===== config.mk =====
export PLATFORM = sky130hd
export DESIGN_NAME = keypad_scanner_flat
export DESIGN_NICKNAME = d
export VERILOG_FILES = /design/src/rtl/keypad_scanner_if.sv /design/src/rtl/keypad_scanner.sv /design/src/flat_wrapper.sv
export SDC_FILE = /design/constraint.sdc
export NUM_CORES = 1
export LEC_CHECK = 0
export ABC_CLOCK_PERIOD_IN_PS = 22600
export CELL_PAD_IN_SITES_DETAIL_PLACEMENT = 1
export CELL_PAD_IN_SITES_GLOBAL_PLACEMENT = 1
export CORE_MARGIN = 8
export CORE_UTILIZATION = 40
export DETAILED_ROUTE_END_ITERATION = 8
export PLACE_DENSITY_LB_ADDON = 0.1
export SLEW_MARGIN = 5
export SYNTH_ARGS = -nofsm -noshare
export SYNTH_HDL_FRONTEND = slang
export SYNTH_SLANG_ARGS = --single-unit

===== constraint.sdc =====
create_clock -name clk -period 22.6 [get_ports clk]
set_input_delay 4.52 -clock clk [delete_from_list [all_inputs] [get_ports clk]]
set_output_delay 4.52 -clock clk [all_outputs]
set_load 0.05 [all_outputs]

===== src/rtl/keypad_scanner_if.sv =====
// Scanner-to-board signal bundle: matrix strobes/returns plus the debounced
// digit outputs consumed by the microwave controller.
interface keypad_scanner_if;
   logic [3:0] row_n;
   logic [2:0] col_n;
   logic [9:0] keypad;
   logic       key_pulse;

   modport master (
      input  row_n,
      output col_n,
      output keypad,
      output key_pulse
   );

   modport slave (
      output row_n,
      input  col_n,
      input  keypad,
      input  key_pulse
   );
endinterface


===== src/rtl/keypad_scanner.sv =====
// 4x3 matrix keypad scanner: column strobing, row synchronisation,
// full-frame debounce and a one-hot held digit with a new-digit strobe.
module keypad_scanner #(
   parameter int unsigned COL_DWELL      = 1000,
   parameter int unsigned DEBOUNCE_SCANS = 4
) (
   input  logic             clk,
   input  logic             resetn,
   keypad_scanner_if.master kp
);

   localparam int unsigned CNT_W = (COL_DWELL > 1) ? $clog2(COL_DWELL) : 1;
   localparam int unsigned STB_W = (DEBOUNCE_SCANS > 1) ? $clog2(DEBOUNCE_SCANS + 1) : 1;
   localparam logic [3:0]  NONE  = 4'hF;

   typedef enum logic [2:0] {
      COL0 = 3'b110,
      COL1 = 3'b101,
      COL2 = 3'b011
   } col_t;

   col_t             col;
   logic [CNT_W-1:0] dwell;
   logic [3:0]       row_meta;
   logic [3:0]       row_sync;
   logic [2:0][3:0]  image;
   logic             frame_done;
   logic [3:0]       hits;
   logic [3:0]       cand;
   logic [3:0]       prev_cand;
   logic [STB_W-1:0] stable;
   logic [STB_W-1:0] next_stable;
   logic [9:0]       new_keypad;
   logic [9:0]       keypad_q;
   logic             pulse_q;

   function automatic logic [3:0] key_code(input int unsigned r, input int unsigned c);
      if (r < 3)
         return 4'(r * 3 + c + 1);
      else if (c == 1)
         return 4'd0;
      else
         return NONE;
   endfunction

   always_ff @(posedge clk or negedge resetn) begin
      if (!resetn) begin
         row_meta <= '1;
         row_sync <= '1;
      end else begin
         row_meta <= kp.row_n;
         row_sync <= row_meta;
      end
   end

   always_ff @(posedge clk or negedge resetn) begin
      if (!resetn) begin
         col        <= COL0;
         dwell      <= '0;
         image      <= '0;
         frame_done <= 1'b0;
      end else begin
         frame_done <= 1'b0;
         if (dwell == CNT_W'(COL_DWELL - 1)) begin
            dwell <= '0;
            case (col)
               COL0: begin
                  image[0] <= ~row_sync;
                  col      <= COL1;
               end
               COL1: begin
                  image[1] <= ~row_sync;
                  col      <= COL2;
               end
               COL2: begin
                  image[2]   <= ~row_sync;
                  col        <= COL0;
                  frame_done <= 1'b1;
               end
               default: col <= COL0;
            endcase
         end else begin
            dwell <= dwell + CNT_W'(1);
         end
      end
   end

   // Any count other than exactly one key (ghosting, rollover, idle) is "none".
   always_comb begin
      hits = '0;
      cand = NONE;
      for (int unsigned r = 0; r < 4; r++) begin
         for (int unsigned c = 0; c < 3; c++) begin
            if (image[c][r]) begin
               hits = hits + 4'd1;
               cand = key_code(r, c);
            end
         end
      end
      if (hits != 4'd1)
         cand = NONE;
   end

   always_comb begin
      if (cand != prev_cand)
         next_stable = STB_W'(1);
      else if (stable == STB_W'(DEBOUNCE_SCANS))
         next_stable = stable;
      else
         next_stable = stable + STB_W'(1);
      new_keypad = (cand == NONE) ? '0 : (10'd1 << cand);
   end

   always_ff @(posedge clk or negedge resetn) begin
      if (!resetn) begin
         prev_cand <= NONE;
         stable    <= '0;
         keypad_q  <= '0;
         pulse_q   <= 1'b0;
      end else begin
         pulse_q <= 1'b0;
         if (frame_done) begin
            prev_cand <= cand;
            stable    <= next_stable;
            if (next_stable == STB_W'(DEBOUNCE_SCANS)) begin
               keypad_q <= new_keypad;
               pulse_q  <= (new_keypad != '0) && (new_keypad != keypad_q);
            end
         end
      end
   end

   assign kp.col_n     = col;
   assign kp.keypad    = keypad_q;
   assign kp.key_pulse = pulse_q;

endmodule


===== src/flat_wrapper.sv =====
// flat-port wrapper written by rule: the top's interface ports become plain ports
module keypad_scanner_flat 
#(
   parameter int unsigned COL_DWELL      = 1000,
   parameter int unsigned DEBOUNCE_SCANS = 4
)
  (clk, resetn, kp_row_n, kp_col_n, kp_keypad, kp_key_pulse);
  keypad_scanner_if kp_i ();
  input  logic clk;
  input  logic resetn;
  input wire logic [$bits(kp_i.row_n)-1:0] kp_row_n;
  output wire logic [$bits(kp_i.col_n)-1:0] kp_col_n;
  output wire logic [$bits(kp_i.keypad)-1:0] kp_keypad;
  output wire logic [$bits(kp_i.key_pulse)-1:0] kp_key_pulse;
  assign kp_i.row_n = kp_row_n;
  assign kp_col_n = kp_i.col_n;
  assign kp_keypad = kp_i.keypad;
  assign kp_key_pulse = kp_i.key_pulse;
  keypad_scanner #(.COL_DWELL(COL_DWELL), .DEBOUNCE_SCANS(DEBOUNCE_SCANS)) u_core (.clk(clk), .resetn(resetn), .kp(kp_i));
endmodule

==> run metrics <==
status=completed; die width=111 um; Reg area=1320 um2; ys flop type=dfrtp_1; synth warn=0; cts bufs inserted=5; Worst VDD drop=35.0 uV; Worst Path Arrival=8.21 ns; non-filler cells, final=522; largest area contributor in the netlist=dfrtp_1; pin count of the biggest net entering global routing=53; DP Cell Count=514; pin slew with the least headroom to its limit=1.16 ns; Area Overhead vs Synth=10.6%; most frequent CP cell=ha_1; Post-synth EDFFs=0; Clk Latency, worst-skew pair=0.32 ns; Initial DRT Pass Iterations=4; #FFs+latches synth=52; post-CTS resize count=0; final hold violation count=0; R2R depth=35; PortBufs=19; Via Count=2920; initial antenna violation count=0; unrepaired setup endpoints after global routing=false; first-pass GRT wire length=14900 um; launch point of the worst reg-to-reg path=u_core.image[4]; CTS root buf=clkbuf_8; part of the cycle the worst path needs=0.354; Routed Antenna Nets=0; layout cells sized above 1=0.116; Routability Congestion=0.794; Multi-input gate area=2120 um2; NumNets Final=435; Crit Path Max Fanout=12; CP max stage cell=or4b_4; Synth Area in XOR/XNOR=0.104; Max-cap violations=0; dominant cell by count in the synthesized netlist=nor2_1; Post-synth top cells=nor2_1, nand2_1, dfrtp_1, inv_1, o21ai_0; core area=8720 um2; Max Freq=0.125 GHz; Synth Area in Simple Gates=0.209; Syn Area/Cell=8.98 um2; Hold Startpoint=u_core.row_meta[0]; Die Ht=111 um; Util after Layout=0.458; worst hold endpoint=u_core.row_sync[0]; Pleak=0.00172 uW; Post-Synth Adder-Cell Area=0.0554; register area share after synthesis=0.365; Final Slew Violations=0; reg2reg end=u_core.kp.keypad[2]; hold slack=0.361 ns; starting density of the core=0.414; setup TNS=0 ns; grt ovf=0; synth unique cells=63; crit start category=flip-flop; clk buf depth=2; overall power=164 uW; critical path class=flip-flop to flip-flop; DRC violation count after routing=0; Post-Syn Nets=424; Crit path required time=22.80 ns; post-synth top area share=0.263; Syn Std Cell Area=3610 um2; Die ar.=12300 um2; via/cell ratio=5.59; CTS H-tree depth=2; mux share of post-synthesis cell area=0.0547; Final Setup Violations=0; total wire length=8420 um; FF-to-FF setup slack=14.59 ns; hold buffer count at CTS=0; CP max stage delay=0.63 ns; antenna cell count=0; minimum clock period=8.01 ns; postcts setup bufs=0; synth top area cells=dfrtp_1, dfstp_2, ha_1; DPL Wire Length=6240 um; largest family of logic cells by synthesized area=simple AND/OR/NAND/NOR gates; HP Class=flip-flop to flip-flop; GRT Overall Usage=0.141; number of clock sinks=52; crit end category=flip-flop; clock transition at the registers of the reported paths=0.10 ns; WL per Instance=16.1 um; compound-gate portion of the synthesized area=0.164; asr flop ratio synth=1.00; CTS tree=done; row cnt=34; DRT iter0 DRCs=95; Cells after Synth=402; PD cells=41.1 nW/um2; # IOs=20; Final Skew=0.0130 ns; number of global-route vias before repair=3078; fillcell total=1010; WHS Path Cells=0; Rel. slew slack=0.228
==> stage by stage <==
| stage | cell area [um2] | setup WS (ns) |
|---|---|---|
| 3_3_place_gp | 3880 | 14.87 |
| 4_1_cts | 4000 | 14.56 |
| 3_5_place_dp | 3880 | 14.61 |
| 5_1_grt | 4000 | 13.95 |
| 2_1_floorplan | 3610 | 15.29 |
| 6_report | 4000 | 14.59 |
==> cell type report <==
cell class / instances / share of cell area
Timing Repair Buffer: 23 / 0.0539
Inverter: 24 / 0.0225
Sequential cell: 52 / 0.330
Clock buffer: 5 / 0.0172
Tap cell: 108 / 0.0338
Clock inverter: 3 / 0.0116
Multi-Input combinational cell: 307 / 0.531
==> power by group <==
group | internal (uW) | switching (uW) | leakage, uW
Clock | 33.4 | 33.6 | 0.0000548
Combinational | 0.769 | 1.85 | 0.00100
Sequential | 94.4 | 0.405 | 0.000663
==> critical path, delay by kind of cell (launching register included) <==
kind            cells  cell delay [ns]
flops               1             0.40
simple gates       11             1.84
mux                 4             0.76
xor+xnor            1             0.60
fa+ha+maj           9             2.80
buf+inv             3             0.36
compound gates      7             1.11
==> kinds of logic (layout without fill, tap and decap cells) <==
family,count (synthesis),in the layout
DFF,52,52
buffers and inverters,43,55
AOI/OAI and AO/OA,89,89
xor gates and xnor gates,33,33
muxes,16,16
adders and majority gates,16,16
and+or+nand+nor,153,153
==> worst max-delay path by stage <==
stage | start | endpoint | slack, ns | cells past startpoint
final | u_core.image[4] | u_core.kp.keypad[2] | 14.59 | 35
after detailed placement | u_core.image[4] | u_core.kp.keypad[1] | 14.61 | 35
after global routing | u_core.image[0] | u_core.kp.keypad[2] | 13.95 | 37
after CTS | u_core.image[4] | u_core.kp.keypad[1] | 14.56 | 35
after floorplan | u_core.image[0] | u_core.kp.keypad[2] | 15.29 | 38
after global placement | u_core.image[0] | u_core.kp.keypad[1] | 14.87 | 36
==> routing by layer <==
| layer | wire length, um | track usage | up-vias |
|---|---|---|---|
| met4 | 121 | 0.0436 | 0 |
| met2 | 4210 | 0.244 | 14 |
| li1 | - | - | 1441 |
| met1 | 3980 | 0.174 | 1453 |
| met5 | 0 | 0 | - |
| met3 | 114 | 0.0211 | 12 |
==> sequential cells by signal, indices dropped and copies added (netlist names), 3 cells and up <==
signal	count
u_core.kp.col_n	3
u_core.stable	3
u_core.row_meta	4
u_core.row_sync	4
u_core.dwell	10
u_core.image	12
u_core.kp.keypad	10
u_core.prev_cand	4
==> cells in the final DEF, fill, tap and decap left out, types with 5 or more instances in the layout <==
cell,Yosys,layout
nor2b_1,7,7
ha_1,16,16
xor2_1,8,8
o21ai_0,22,22
nor4_1,5,5
a31oi_1,9,9
nand3_1,11,11
nor2_1,43,43
mux2i_1,7,7
clkbuf_8,0,5
clkdlybuf4s50_1,0,18
a21oi_1,14,14
dfrtp_1,38,38
xnor2_1,19,19
o22ai_1,5,5
dfstp_2,14,14
nand4_1,6,6
inv_1,23,23
nand2_1,40,40
nor3_1,10,10
mux2_4,7,7
Note: power is estimated with default switching activity, not from simulation.
